$ cat config.mk
export PLATFORM = sky130hd
export DESIGN_NAME = accum32_stream
export DESIGN_NICKNAME = d
export VERILOG_FILES = /design/src/rtl/accum32_stream.sv
export SDC_FILE = /design/constraint.sdc
export NUM_CORES = 1
export LEC_CHECK = 0
export CORE_MARGIN = 1
export CORE_UTILIZATION = 58
export CTS_CLUSTER_DIAMETER = 40
export DETAILED_ROUTE_END_ITERATION = 12
export PLACE_DENSITY = 0.86
export SYNTH_ARGS = -nofsm -noshare
export SYNTH_HDL_FRONTEND = slang
export SYNTH_SLANG_ARGS = --single-unit
$ cat constraint.sdc
create_clock -name clk -period 7.9 [get_ports clk]
set_input_delay 1.975 -clock clk [delete_from_list [all_inputs] [get_ports clk]]
set_output_delay 1.975 -clock clk [all_outputs]
set_load 0.01 [all_outputs]
$ cat src/rtl/accum32_stream.sv
// ---------------------------------------------------------------------------
// accum32_stream
//   Streaming 32-bit unsigned block accumulator. Sums blocks of BLOCK_LEN
//   samples and presents each block total with a sticky overflow flag on a
//   valid/ready result port. Every add is done as two 16-bit halves joined
//   by a carry; the carry out of bit 31 only feeds the overflow flag.
//   A block closes on the BLOCK_LEN-th accepted sample, or early on flush
//   when the block holds at least one sample (including one accepted in the
//   same cycle). While a result is pending the input is stalled.
//
// Configuration macro:
//   ACCUM32_SATURATE_EN - when defined, the running sum clamps to
//                         32'hFFFF_FFFF after the first carry out of bit 31
//                         and stays clamped for the rest of the block.
//                         When undefined, the sum wraps mod 2^32.
//
// Ports:
//   clk          in   1   clock, rising edge
//   rst          in   1   asynchronous reset, active-high
//   in_valid     in   1   in_data holds a sample
//   in_ready     out  1   sample accepted when in_valid & in_ready
//   in_data      in   32  unsigned sample
//   flush        in   1   close the current block early (level)
//   out_valid    out  1   result valid, held until out_ready
//   out_ready    in   1   consumer takes the result
//   out_sum      out  32  block total
//   out_overflow out  1   some add in the block carried out of bit 31
//   busy         out  1   block in progress or result pending
// ---------------------------------------------------------------------------
module accum32_stream #(
   parameter int BLOCK_LEN = 8,
   parameter int CNT_W     = $clog2(BLOCK_LEN + 1)
) (
   input  logic        clk,
   input  logic        rst,
   input  logic        in_valid,
   output logic        in_ready,
   input  logic [31:0] in_data,
   input  logic        flush,
   output logic        out_valid,
   input  logic        out_ready,
   output logic [31:0] out_sum,
   output logic        out_overflow,
   output logic        busy
);

   localparam logic [0:0]       ST_ACCUM    = 1'b0;
   localparam logic [0:0]       ST_HOLD     = 1'b1;
   localparam logic [CNT_W-1:0] BLOCK_LEN_C = CNT_W'(BLOCK_LEN);
   localparam logic [CNT_W-1:0] CNT_ZERO    = CNT_W'(0);
   localparam logic [CNT_W-1:0] CNT_ONE     = CNT_W'(1);

   // Two-half add: returns {carry out of bit 31, 32-bit sum}.
   function automatic logic [32:0] add_split(input logic [31:0] a, input logic [31:0] b);
      logic [16:0] lo;
      logic [16:0] hi;
      lo = {1'b0, a[15:0]} + {1'b0, b[15:0]};
      hi = {1'b0, a[31:16]} + {1'b0, b[31:16]} + {16'd0, lo[16]};
      return {hi[16], hi[15:0], lo[15:0]};
   endfunction

   logic [0:0]       state_q,        state_d;
   logic [31:0]      acc_q,          acc_d;
   logic             ovf_q,          ovf_d;
   logic [CNT_W-1:0] count_q,        count_d;
   logic             out_valid_q,    out_valid_d;
   logic [31:0]      out_sum_q,      out_sum_d;
   logic             out_overflow_q, out_overflow_d;
   logic             in_ready_q,     in_ready_d;
   logic             busy_q,         busy_d;

   logic             accept_s;
   logic [32:0]      add_s;
   logic [31:0]      acc_next_s;
   logic             ovf_next_s;
   logic [CNT_W-1:0] count_inc_s;
   logic [CNT_W-1:0] count_next_s;
   logic             close_s;

   // Post-accept accumulator view and block-close decision.
   always_comb begin
      accept_s    = in_valid & in_ready_q & (state_q == ST_ACCUM);
      add_s       = add_split(acc_q, in_data);
      count_inc_s = count_q + CNT_ONE;
      if (accept_s) begin
         ovf_next_s   = ovf_q | add_s[32];
`ifdef ACCUM32_SATURATE_EN
         // Sticky overflow keeps the sum pinned at all-ones for the block.
         acc_next_s   = ovf_next_s ? 32'hFFFF_FFFF : add_s[31:0];
`else
         acc_next_s   = add_s[31:0];
`endif
         count_next_s = count_inc_s;
      end else begin
         ovf_next_s   = ovf_q;
         acc_next_s   = acc_q;
         count_next_s = count_q;
      end
      // Flush only closes a non-empty block; a full block plus flush is one close.
      close_s = (state_q == ST_ACCUM) &&
                ((accept_s && (count_inc_s == BLOCK_LEN_C)) ||
                 (flush && ((count_q != CNT_ZERO) || accept_s)));
   end

   // Next-state logic for the ACCUM/HOLD controller and result registers.
   always_comb begin
      state_d        = state_q;
      acc_d          = acc_q;
      ovf_d          = ovf_q;
      count_d        = count_q;
      out_valid_d    = out_valid_q;
      out_sum_d      = out_sum_q;
      out_overflow_d = out_overflow_q;
      case (state_q)
         ST_ACCUM: begin
            acc_d   = acc_next_s;
            ovf_d   = ovf_next_s;
            count_d = count_next_s;
            if (close_s) begin
               out_sum_d      = acc_next_s;
               out_overflow_d = ovf_next_s;
               out_valid_d    = 1'b1;
               state_d        = ST_HOLD;
            end else begin
               out_valid_d    = 1'b0;
            end
         end
         ST_HOLD: begin
            if (out_ready) begin
               acc_d       = 32'h0;
               ovf_d       = 1'b0;
               count_d     = CNT_ZERO;
               out_valid_d = 1'b0;
               state_d     = ST_ACCUM;
            end else begin
               out_valid_d = 1'b1;
            end
         end
         default: begin
            acc_d       = 32'h0;
            ovf_d       = 1'b0;
            count_d     = CNT_ZERO;
            out_valid_d = 1'b0;
            state_d     = ST_ACCUM;
         end
      endcase
      // in_ready is registered, so it already reflects the coming state.
      in_ready_d = (state_d == ST_ACCUM);
      busy_d     = (count_d != CNT_ZERO) || out_valid_d;
   end

   // State and output registers with asynchronous reset.
   always_ff @(posedge clk or posedge rst) begin
      if (rst) begin
         state_q        <= ST_ACCUM;
         acc_q          <= 32'h0;
         ovf_q          <= 1'b0;
         count_q        <= CNT_ZERO;
         out_valid_q    <= 1'b0;
         out_sum_q      <= 32'h0;
         out_overflow_q <= 1'b0;
         in_ready_q     <= 1'b0;
         busy_q         <= 1'b0;
      end else begin
         state_q        <= state_d;
         acc_q          <= acc_d;
         ovf_q          <= ovf_d;
         count_q        <= count_d;
         out_valid_q    <= out_valid_d;
         out_sum_q      <= out_sum_d;
         out_overflow_q <= out_overflow_d;
         in_ready_q     <= in_ready_d;
         busy_q         <= busy_d;
      end
   end

   assign in_ready     = in_ready_q;
   assign out_valid    = out_valid_q;
   assign out_sum      = out_sum_q;
   assign out_overflow = out_overflow_q;
   assign busy         = busy_q;

endmodule

Word-level counts from Yosys, hierarchy flattened. Cells that the tools add are included.

Add/sub/neg operators: 4. Multiply operators: 0. Divide/modulo/power cells: 0. $lt $le $gt $ge: 0. Eq/ne operators: 2. Shifts and indexed selects: 0. Mux-type cells: 12. Bitwise logic cells: 5. Reductions and logical operators: 9.

Operators by type and width (count): 32-bit two-way mux (2); 32-bit case mux with 2 select lines (1); 16-bit by 16-bit adder with 17-bit output (2); 17-bit by 1-bit adder with 17-bit output (1); 4-bit two-way mux (2); 4-bit case mux with 2 select lines (1); 4-bit nonzero test (2); 4-bit by 1-bit adder with 4-bit output, second input constant (1); 4-bit equality test, second input constant (1); 1-bit two-way mux (4); 1-bit case mux with 2 select lines (2); 1-bit logical AND (3); 1-bit logical OR (3); 1-bit bitwise AND (2); 2-bit inequality test, second input constant (1); 1-bit NOT (2); 2-bit AND reduction (1); 1-bit OR (1).

Register bits: 73. Latch bits: 0. Memory bits (writable): 0. Bits in read-only memories: 0. Bits of input ports: 37. Output and inout bits: 36. Logic and storage cells: 40. Memories: 0.

Longest topological paths before layout.
Depth in word-level cells: 9. Gate-level depth with buffers: 20. Gate-level depth less buffers: 20.

Least setup slack after synthesis. No wires, ideal clock.

Path kind: input -> register. From: input port in_data[0]. To: register out_sum_q[28], in the netlist out_sum[28]. Library setup time: 0.125 ns. Arrival time: 5.548 ns. Required time: 7.775 ns. Path slack: 2.227 ns. Cell stages on the path: 20. Path buffers: 0. Path through: ha_1 -> inv_1 -> fa_1 -> nor2b_1 -> o31a_1 -> o22ai_2 -> o31ai_2 -> a221oi_2 -> o21bai_1 -> a21oi_1 -> fa_1 -> fa_1 -> nor2b_4 -> o21ai_2 -> a21boi_1 -> o31a_1 -> o41ai_4 -> xor2_1 -> a21oi_1 -> mux2_4.

Cells in the longest elaborated chain, start to end: 3.

RTL lines: start, declared (line 38) `input logic [31:0] in_data,`; 16-bit by 16-bit adder with 17-bit output (line 57) `lo = {1'b0, a[15:0]} + {1'b0, b[15:0]};`; 17-bit by 1-bit adder with 17-bit output (line 58) `hi = {1'b0, a[31:16]} + {1'b0, b[31:16]} + {16'd0, lo[16]};`; 32-bit two-way mux (line 85) `if (accept_s) begin`; end signal, assigned (line 170) `out_sum_q <= out_sum_d;`; end, declared (line 67) `logic [31:0] out_sum_q, out_sum_d;`.

Every way passes these cells. A chain may end at the register's enable or synchronous reset.

Worst setup path after layout.
From: input port in_data[0]. To: register out_sum_q[30], in the netlist out_sum[30].

Same word-level chain as after synthesis.

==> results.yml <==
drt:
  detail_route.first_pass.iterations: 5
  detail_route.iter0.violations: 233
  drt-vias-per-instance: 5.88
  routedWlPerCell_microns: 16.2
  wl_final_mm: 10.5
  route.detailed.drc: 0
  total_number_of_vias: 3810
  antenna_nets_post_route: 0
floorplan:
  y_dimension_of_the_die_microns: 89.2
  fp.dieArea_sq_um: 7960
  boundaryPins: 73
  chipWidth_microns: 89.2
  core.rowCount: 31
  core_area_sq_um: 7290
  initial_core_util: 0.605
sta:
  maxSlewHeadroom: 0.256
  finalMaxSlewViolations: 0
  timing.fmax_mhz: 157
  setup_slack_ns: 1.54
  worstMarginPinSlew_ns: 1.12
  final.setup_skew_ns: 0.0104
  setup_viol: 0
  final.setup.tns_ns: 0
  timing.final.crit_period_ns: 6.36
  final_hold_viol_count: 0
  rsz0062_at_grt: "false"
  final.period_utilization: 0.805
setup_path:
  worst_setup_path_end_kind: "flop"
  worstSetupStartpointType: "input port"
  crit_required_ns: 8.19
  critical_path.cell_chain: "clkdlybuf4s50_1 > ha_1 > inv_1 > fa_1 > nor2b_1 > o31a_1 > o22ai_2 > o31ai_2 > a221oi_2 > o21bai_1 > a21oi_1 > fa_1 > fa_1 > nor2b_4 > o21ai_2 > a21boi_1 > o31a_1 > o41ai_4 > o21ai_1 > xor2_1 > o221a_2"
  cp_max_fo: 3
  critPathSlowestCell: "clkdlybuf4s50_1"
  critical_path_class: "in -> reg"
  slowest_delay_ns: 0.46
  dominant_cell_type_by_count_on_the_critical_path: "fa_1"
  arrival_ns: 6.65
final_layout:
  layout.area.seq_sq_um: 1830
  final_design_area_no_fill_sq_um: 5430
  diodes: 0
  synthToLayoutAreaGrowth_pct: 23.0
  final_cell_mix: "dfrtp_1 (73), clkdlybuf4s50_1 (72), nand2_1 (63)"
  layout-drive-gt1-share: 0.0747
  most_common_library_cell_in_the_layout_ignoring_fill_and_taps: "dfrtp_1"
  multiInputGateArea_sq_um: 2440
  final_nets: 618
  final.fill_count: 537
  layout.cells.non_filler: 648
global_routing:
  wire_length_of_the_first_global_routing_pass_mm: 16.8
  grt_use_met1: 0.346
  groute.layer.met3.usage: 0.0665
  antenna_found_initial: 0
  overflow: 0
  grt_pass1_vias: 3670
  gr-max-usage-layer: "met2"
  grt_max_degree: 74
  met2_usage: 0.474
  track_usage: 0.278
yosys:
  synth_nets: 553
  synth.yosys.seq_area_share: 0.414
  synth-edff-count: 0
  postSynth.asyncResetShare: 1.00
  yosysUniqueCellTypes: 55
  synth-compound-area-share: 0.230
  synth_fa_ha_area_frac: 0.110
  post_synth_xor_area_fraction: 0.0496
  synth.avg_cell_area_sq_um: 9.21
  synthCells: 479
  flop_and_latch_count_out_of_synthesis: 73
  share_of_cell_area_taken_by_muxes_after_synthesis: 0.0182
  synth_top_flop_cell: "dfrtp_1"
  yosys_warning_total: 0
  mappedNetlistArea_sq_um: 4410
  synth_simple_gate_area_share: 0.146
  synth_top_family_by_area: "compound AO/OA/AOI/OAI gates"
place:
  hpwlAfterDp_mm: 7.05
  placedInstanceArea_sq_um: 5200
  place_inst: 632
  pre_cts_ws_ns: 1.30
  place_congestion: 0.857
  buffer_ports.inserted: 72
clock_network:
  cts.clk_slew.worst_paths_ns: 0.07
  total_clock_sinks: 73
  clock_tree.buffer_depth: 2
  cts_tree: "yes"
  clockRootBuffer: "clkbuf_8"
  cts_resized: 0
  hold_buffers: 0
  clk_latency_ns: 0.35
  htree_num_levels: 3
  numCtsBuffers: 9
  cts_setup_buffers: 0
run_status:
  status: "completed"
min_path:
  timing.hold.worst.class: "reg -> reg"
power:
  power_per_cell_area_nw_per_um2: 395
  power.ir.vdd_worst_mv: 0.188
  leakage_nw: 2.43
run:
  drv_cap: 0
## report_power, final
part	leakage, nW	switching, W	internal, W
Combinational	1.41	0.000591	0.000548
Clock	0.115	0.000143	0.000194
Sequential	0.906	0.000131	0.000538
Total	2.43	0.000865	0.00128
## sequential cells by signal (all words and copies together), names as in the netlist
register      cells
acc_q            32
out_sum          32
count_q           4
busy              1
in_ready          1
out_overflow      1
out_valid         1
ovf_q             1
## layout make-up
| cell class | count | share of cell area |
|---|---|---|
| multi-input combinational | 369 | 0.450 |
| sequential | 73 | 0.337 |
| timing repair buffer | 75 | 0.137 |
| clock buffer | 11 | 0.0279 |
| tap | 99 | 0.0228 |
| clock inverter | 5 | 0.0143 |
| inverter | 16 | 0.0111 |
## stage by stage
step	hold slack (ns)	power (W)	utilization
detailed placement	0.491	0.00179	0.713
finish	0.508	0.00214	0.744
global placement	0.481	0.00174	0.713
global route	0.521	0.00230	0.744
floorplan	0.471	0.00142	-
CTS	0.507	0.00215	0.744
## path summary, 6_finish.rpt
| kind | from | endpoint | slack (ns) | depth (start not counted) |
|---|---|---|---|---|
| max in group asynchronous | rst | acc_q[11]$_DFFE_PP0P_ | 5.07 | 3 |
| hold / removal | out_sum[13]$_DFFE_PP0P_ | out_sum[13]$_DFFE_PP0P_ | 0.51 | 1 |
| setup reg to reg | acc_q[0]$_DFFE_PP0P_ | out_sum[30]$_DFFE_PP0P_ | 3.24 | 20 |
| hold reg to reg | out_sum[13]$_DFFE_PP0P_ | out_sum[13]$_DFFE_PP0P_ | 0.51 | 1 |
| setup / recovery | in_data[0] | out_sum[30]$_DFFE_PP0P_ | 1.54 | 21 |
| min in group asynchronous | rst | out_sum[2]$_DFFE_PP0P_ | 2.19 | 3 |
## critical path, delay by kind of cell
family | cells | cell delay [ns]
AND/OR/NAND/NOR | 2 | 0.37
AO/OA/AOI/OAI | 12 | 2.08
buffers and inverters | 2 | 0.53
adder cells (fa/ha/maj) | 4 | 1.45
XOR/XNOR | 1 | 0.24
## Yosys cell counts, types with 2 or more instances
library cell  instances  area share
nand3_1               4      0.0045
nand2_1              63       0.054
or2_2                 3      0.0043
nor2_1               54       0.046
o21a_1               10       0.017
o21bai_1              2      0.0034
xnor2_1              14       0.028
nor2b_1               7      0.0099
nor4_1                3      0.0043
clkbuf_1             18       0.015
mux2_2                4       0.010
fa_1                  3       0.014
xor2_1               11       0.022
o21ai_0              24       0.027
nand2b_1              4      0.0057
o21ai_2               2      0.0040
a31oi_1               8       0.011
o221a_2               2      0.0051
o41ai_1               2      0.0040
mux2i_1               2      0.0045
o22a_1                3      0.0060
nand3b_1              2      0.0034
o22ai_1              11       0.016
o21ai_1               3      0.0034
inv_1                16       0.014
o31a_1                3      0.0060
ha_1                 34       0.096
a21oi_1              41       0.047
nor3_1                5      0.0057
dfrtp_1              73        0.41
o211ai_1              3      0.0051
buf_2                 3      0.0034
a211oi_1              6       0.010
a21o_1               12       0.020
a21boi_0              2      0.0034
a22o_1                3      0.0060
## routing by layer
| layer | vias to the layer above | share of wire |
|---|---|---|
| met1 | 1834 | 0.43 |
| met5 | - | 0 |
| met2 | 122 | 0.49 |
| li1 | 1833 | - |
| met3 | 21 | 0.054 |
| met4 | 0 | 0.018 |
## kinds of logic (layout without fill, tap and decap cells)
| family | Yosys count | count (layout) |
|---|---|---|
| muxes | 7 | 7 |
| adders and majority gates | 37 | 37 |
| AOI/OAI and AO/OA | 150 | 150 |
| xor gates and xnor gates | 25 | 25 |
| DFF | 73 | 73 |
| and+or+nand+nor | 150 | 150 |
| buffers and inverters | 37 | 107 |
No activity file was read; power rests on OpenSTA's default activity.
